`src/rtl/kmeans_seq_ctrl.sv`:
```
// Phase sequencer for the k-means core: header parse, point load, assign/update
// iterations until convergence or the iteration limit, then centroid readout.
module kmeans_seq_ctrl #(
  parameter int AW = 8,
  parameter int KW = 4,
  parameter int DW = 16
) (
  input  logic          clk,
  input  logic          rst_n,
  input  logic          in_valid,
  input  logic [DW-1:0] in_data,
  output logic          busy,
  output logic          pt_we,
  output logic [AW-1:0] pt_addr,
  output logic [DW-1:0] pt_wdata,
  output logic          cen_init,
  output logic          pt_rd,
  output logic          pt_last,
  input  logic          dp_assign_done,
  input  logic          dp_changed,
  output logic          upd_start,
  input  logic          dp_upd_done,
  output logic          cen_rd,
  output logic [KW-1:0] cen_idx,
  input  logic [DW-1:0] cen_rdata,
  output logic          out_valid,
  output logic [DW-1:0] out_data
);

  typedef enum logic [3:0] {
    S_IDLE, S_LOAD, S_INIT, S_ASSIGN, S_A_WAIT,
    S_UPDATE, S_U_WAIT, S_OUT_RD, S_OUT_WAIT, S_OUT_FIN
  } state_t;

  localparam logic [AW-1:0] ONE_A = {{(AW-1){1'b0}}, 1'b1};

  state_t        state_r;
  logic [AW-1:0] idx_r;
  logic [AW-1:0] n_last_r;
  logic [KW-1:0] k_last_r;
  logic [4:0]    iter_r;
  logic [4:0]    max_it_r;
  logic          busy_r, pt_we_r, cen_init_r, pt_rd_r, pt_last_r;
  logic          upd_start_r, cen_rd_r, out_valid_r;
  logic [AW-1:0] pt_addr_r;
  logic [DW-1:0] pt_wdata_r;
  logic [KW-1:0] cen_idx_r;

  logic [KW-1:0] hdr_k_s;
  logic [3:0]    hdr_it_s;
  logic [AW-1:0] hdr_n_s;
  logic [KW-1:0] hdr_k_last_s;

  assign hdr_k_s  = in_data[DW-1 -: KW];
  assign hdr_it_s = in_data[AW+3:AW];
  assign hdr_n_s  = in_data[AW-1:0];

  // Header decode: clamp K-1 to N-1 when more clusters than points are requested
  always_comb begin
    hdr_k_last_s = hdr_k_s;
    if ({{(AW-KW){1'b0}}, hdr_k_s} > hdr_n_s) begin
      hdr_k_last_s = hdr_n_s[KW-1:0];
    end else begin
      hdr_k_last_s = hdr_k_s;
    end
  end

  // Sequencer FSM with all strobes registered
  always_ff @(posedge clk or negedge rst_n) begin
    if (!rst_n) begin
      state_r     <= S_IDLE;
      idx_r       <= {AW{1'b0}};
      n_last_r    <= {AW{1'b0}};
      k_last_r    <= {KW{1'b0}};
      iter_r      <= 5'd0;
      max_it_r    <= 5'd0;
      busy_r      <= 1'b0;
      pt_we_r     <= 1'b0;
      pt_addr_r   <= {AW{1'b0}};
      pt_wdata_r  <= {DW{1'b0}};
      cen_init_r  <= 1'b0;
      pt_rd_r     <= 1'b0;
      pt_last_r   <= 1'b0;
      upd_start_r <= 1'b0;
      cen_rd_r    <= 1'b0;
      cen_idx_r   <= {KW{1'b0}};
      out_valid_r <= 1'b0;
    end else begin
      pt_we_r     <= 1'b0;
      cen_init_r  <= 1'b0;
      pt_rd_r     <= 1'b0;
      pt_last_r   <= 1'b0;
      upd_start_r <= 1'b0;
      cen_rd_r    <= 1'b0;
      // centroid data arrives one cycle after its strobe, so valid just trails cen_rd
      out_valid_r <= cen_rd_r;
      case (state_r)
        S_IDLE: begin
          if (in_valid) begin
            n_last_r <= hdr_n_s;
            k_last_r <= hdr_k_last_s;
            max_it_r <= (hdr_it_s == 4'd0) ? 5'd16 : {1'b0, hdr_it_s};
            idx_r    <= {AW{1'b0}};
            busy_r   <= 1'b1;
            state_r  <= S_LOAD;
          end
        end
        S_LOAD: begin
          if (in_valid) begin
            pt_we_r    <= 1'b1;
            pt_addr_r  <= idx_r;
            pt_wdata_r <= in_data;
            if (idx_r == n_last_r) begin
              idx_r   <= {AW{1'b0}};
              state_r <= S_INIT;
            end else begin
              idx_r <= idx_r + ONE_A;
            end
          end
        end
        S_INIT: begin
          cen_init_r <= 1'b1;
          iter_r     <= 5'd0;
          state_r    <= S_ASSIGN;
        end
        S_ASSIGN: begin
          pt_rd_r   <= 1'b1;
          pt_addr_r <= idx_r;
          if (idx_r == n_last_r) begin
            pt_last_r <= 1'b1;
            idx_r     <= {AW{1'b0}};
            state_r   <= S_A_WAIT;
          end else begin
            idx_r <= idx_r + ONE_A;
          end
        end
        S_A_WAIT: begin
          if (dp_assign_done) begin
            state_r <= dp_changed ? S_UPDATE : S_OUT_RD;
          end
        end
        S_UPDATE: begin
          upd_start_r <= 1'b1;
          state_r     <= S_U_WAIT;
        end
        S_U_WAIT: begin
          if (dp_upd_done) begin
            iter_r  <= iter_r + 5'd1;
            state_r <= (iter_r + 5'd1 == max_it_r) ? S_OUT_RD : S_ASSIGN;
          end
        end
        S_OUT_RD: begin
          cen_rd_r  <= 1'b1;
          cen_idx_r <= idx_r[KW-1:0];
          if (idx_r[KW-1:0] == k_last_r) begin
            idx_r   <= {AW{1'b0}};
            state_r <= S_OUT_WAIT;
          end else begin
            idx_r <= idx_r + ONE_A;
          end
        end
        S_OUT_WAIT: begin
          state_r <= S_OUT_FIN;
        end
        S_OUT_FIN: begin
          busy_r  <= 1'b0;
          state_r <= S_IDLE;
        end
        default: begin
          busy_r  <= 1'b0;
          state_r <= S_IDLE;
        end
      endcase
    end
  end

  assign busy      = busy_r;
  assign pt_we     = pt_we_r;
  assign pt_addr   = pt_addr_r;
  assign pt_wdata  = pt_wdata_r;
  assign cen_init  = cen_init_r;
  assign pt_rd     = pt_rd_r;
  assign pt_last   = pt_last_r;
  assign upd_start = upd_start_r;
  assign cen_rd    = cen_rd_r;
  assign cen_idx   = cen_idx_r;
  assign out_valid = out_valid_r;
  assign out_data  = out_valid_r ? cen_rdata : {DW{1'b0}};

endmodule

```
`config.mk`:
```
export PLATFORM = sky130hd
export DESIGN_NAME = kmeans_seq_ctrl
export DESIGN_NICKNAME = d
export VERILOG_FILES = /design/src/rtl/kmeans_seq_ctrl.sv
export SDC_FILE = /design/constraint.sdc
export NUM_CORES = 1
export LEC_CHECK = 0
export BUFFER_PORTS_ARGS = -buffer_cell sky130_fd_sc_hd__buf_2
export CORE_AREA = 2 2 91 84
export CTS_BUF_LIST = sky130_fd_sc_hd__clkbuf_16
export CTS_CLUSTER_DIAMETER = 40
export DETAILED_ROUTE_END_ITERATION = 8
export DIE_AREA = 0 0 93 86
export PLACE_DENSITY = 0.75
export SYNTH_ARGS = -nofsm -noshare
export SYNTH_HDL_FRONTEND = slang
export SYNTH_SLANG_ARGS = --single-unit
```
`constraint.sdc`:
```
create_clock -name clk -period 2.6 [get_ports clk]
set_input_delay 0.52 -clock clk [delete_from_list [all_inputs] [get_ports clk]]
set_output_delay 0.52 -clock clk [all_outputs]
set_load 0.005 [all_outputs]
```
==> results.json <==
{
  "path_max_fanout": 8,
  "die_h_um": 86,
  "synth.yosys.seq_area_share": 0.508,
  "worst-slew-pin-transition_ns": 0.673,
  "drt_iter0_drc": 185,
  "max_clock_freq_mhz": 477,
  "routed_wire_length_per_instance_um": 14.4,
  "drive_gt1_frac": 0.312,
  "grt_max_degree": 44,
  "setup_repair_after_global_routing_missed_its_margin": "no",
  "ys_ff_latch": 70,
  "cts_htree_levels": 3,
  "cts_buffer_count": 9,
  "crit_path_end_kind": "register",
  "timing.critical_path.max_delay_family": "simple AND/OR/NAND/NOR gates",
  "total_iterations_of_the_first_detailed_routing_run": 5,
  "crit_required_ns": 2.81,
  "cts_tree": "built",
  "clock_tree.root_cell": "sky130_fd_sc_hd__clkbuf_16",
  "dp.cells": 514,
  "cp_data_arrival_time_ns": 2.30,
  "grt_remaining_overflow": 0,
  "worstPathCellList": "xor2_1, nor4_1, a31oi_1, or3_4, mux2_4",
  "muxShareOfSynthArea": 0.0933,
  "slew_headroom": 0.549,
  "syn_nets": 391,
  "syn_avg_cell_area_um2": 9.94,
  "synth_cell_types": 46,
  "syn-cell-area_um2": 3450,
  "synth-compound-area-share": 0.0838,
  "synth-adder-area-share": 0.0218,
  "most-common-layout-cells": "89 x sky130_fd_sc_hd__buf_2, 76 x sky130_fd_sc_hd__nand2_1, 70 x sky130_fd_sc_hd__dfrtp_1",
  "timing.setup.tns_ns": 0,
  "holdBufCountCts": 0,
  "criticalPathCategory": "reg2reg",
  "number_of_antenna_violations_at_the_first_check_in_global_routing": 0,
  "clk_pin_slew_worst_paths_ns": 0.06,
  "drc_errors": 0,
  "coreArea_um2": 6970,
  "power-per-cell-area_nw_per_um2": 1220,
  "critical_path.startpoint_type": "register",
  "synth_top_family_by_area": "simple AND/OR/NAND/NOR gates",
  "critPathBufInv": 0,
  "floorplan.initialDensity": 0.495,
  "ant_nets": 0,
  "drv_cap": 0,
  "nNetsFinal": 476,
  "max_stage_delay_ns": 0.47,
  "run_status": "completed",
  "synth_edf_count": 0,
  "grt_pass1_vias": 2658,
  "power.static_leakage_nw": 2.19,
  "synth-async-reset-ratio": 1.00,
  "total_number_of_cells_along_the_worst_setup_path": 5,
  "finalMaxSlewViolations": 0,
  "antennaDiodeCount": 0,
  "layout_stage_area_growth_over_the_synthesis_result_pct": 23.0,
  "yosys_warning_count": 0,
  "design.portCount": 90,
  "die_width_um": 93,
  "postCtsResizedCells": 0,
  "num_rows": 29,
  "finalNonFillerCells": 529,
  "finalCriticalPeriod_ns": 2.10,
  "clkLatencyLatePin_ns": 0.32,
  "worst_r2r_path_depth": 5,
  "setup_viol_count_final": 0,
  "synth_top_flop_cell": "sky130_fd_sc_hd__dfrtp_1",
  "port_buffers": 89,
  "fin_worst_skew_ns": 0.00396,
  "post_synth_and_or_nand_nor_area_fraction": 0.205,
  "detail_route.wirelength_um": 7610,
  "routed_via_count": 2812,
  "number_of_endpoints_with_negative_hold_slack_in_the_final_report": 0,
  "fp.dieArea_um2": 8000,
  "crit_path_top_delay_cell": "sky130_fd_sc_hd__dfrtp_1",
  "mostFrequentLayoutCell": "sky130_fd_sc_hd__buf_2",
  "max-clock-path-buffers": 2,
  "vdd_drop_max_mv": 0.705,
  "global_route_wire_length_before_repair_um": 12500,
  "layout_worst_path_cycle_share": 0.806,
  "grt_usage": 0.200,
  "gp_routability_congestion": 0.850,
  "hold_path_class": "in2async",
  "clock_sinks": 70,
  "detail_route.vias_per_cell": 5.32,
  "half_perimeter_wire_length_after_detailed_placement_um": 5590,
  "cts_post_setup_buffers_inserted": 0,
  "synth_xor_area_frac": 0.0530,
  "postSynthCellCount": 347
}
==> flip-flops by register name, summed over array words and instances, names as in the netlist <==
signal	count
state_r	4
idx_r	8
pt_last	1
pt_wdata	16
max_it_r	5
cen_init	1
cen_idx	4
cen_rd	1
busy	1
out_valid	1
k_last_r	4
upd_start	1
pt_rd	1
n_last_r	8
iter_r	5
pt_addr	8
pt_we	1
==> through the flow <==
stage | cell area (um^2) | setup slack (ns) | utilization | hold WS, ns | total power (W)
3_3_place_gp | 3960 | 0.540 | 0.569 | 0.359 | 0.00393
6_report | 4240 | 0.505 | 0.609 | 0.221 | 0.00516
4_1_cts | 4240 | 0.499 | 0.609 | 0.240 | 0.00519
3_5_place_dp | 3960 | 0.523 | 0.569 | 0.384 | 0.00401
2_1_floorplan | 3450 | 0.730 | - | 0.224 | 0.00336
5_1_grt | 4240 | 0.404 | 0.609 | 0.282 | 0.00554
==> report_power, final <==
part | total [W] | switching [W] | leakage [nW] | internal, W
registers | 0.00206 | 0.000490 | 0.896 | 0.00157
logic | 0.00193 | 0.000980 | 1.15 | 0.000953
clock network | 0.00116 | 0.000433 | 0.142 | 0.000726
total | 0.00516 | 0.00190 | 2.19 | 0.00325
==> logic make-up (layout without fill, tap and decap cells) <==
| family | count (synthesis) | after routing |
|---|---|---|
| simple gates | 146 | 146 |
| flops | 70 | 70 |
| compound gates | 49 | 49 |
| mux | 29 | 29 |
| buf+inv | 27 | 116 |
| xor+xnor | 20 | 20 |
| fa+ha+maj | 6 | 6 |
==> metal layers <==
metal / track usage / vias up / wire length (um) / share of wire
li1: - / 1347 / - / -
met1: 0.264 / 1329 / 3380 / 0.44
met2: 0.327 / 128 / 3560 / 0.47
met3: 0.0580 / 8 / 588 / 0.077
met4: 0.0508 / 0 / 82 / 0.011
met5: 0 / - / 0 / 0
==> cells in the mapped netlist, types with 6 or more instances <==
cell,number,area [um^2]
sky130_fd_sc_hd__dfrtp_1,70,1750
sky130_fd_sc_hd__a21oi_1,6,30.0
sky130_fd_sc_hd__xor2_1,13,114
sky130_fd_sc_hd__xnor2_1,6,52.6
sky130_fd_sc_hd__nand3_1,6,30.0
sky130_fd_sc_hd__nand2_1,76,285
sky130_fd_sc_hd__mux2_2,21,236
sky130_fd_sc_hd__o21ai_0,27,135
sky130_fd_sc_hd__clkbuf_1,12,45.0
sky130_fd_sc_hd__and2_1,17,106
sky130_fd_sc_hd__nor2_1,11,41.3
sky130_fd_sc_hd__inv_1,7,26.3
sky130_fd_sc_hd__mux2i_1,7,70.1
sky130_fd_sc_hd__nor3_1,11,55.1
sky130_fd_sc_hd__ha_1,6,75.1
==> cell type report <==
class                   instances  area [um^2]
well taps                      93          116
inverters                       8         30.0
multi-input cells             250         1580
clock buffers                   9          225
clock inverters                 6         55.1
fillers                       608         2730
repair buffers                 93          488
flip-flops and latches         70         1750
==> final timing paths <==
kind / startpoint / end / slack (ns)
max: idx_r[4] / state_r[1] / 0.50
min: rst_n / pt_we / 0.22
max reg2reg: idx_r[4] / state_r[1] / 0.50
min reg2reg: cen_rd / out_valid / 0.38
max in group asynchronous: rst_n / pt_addr[1] / 1.73
min in group clk: cen_rd / out_valid / 0.38
(Power assumes the default switching activity.)
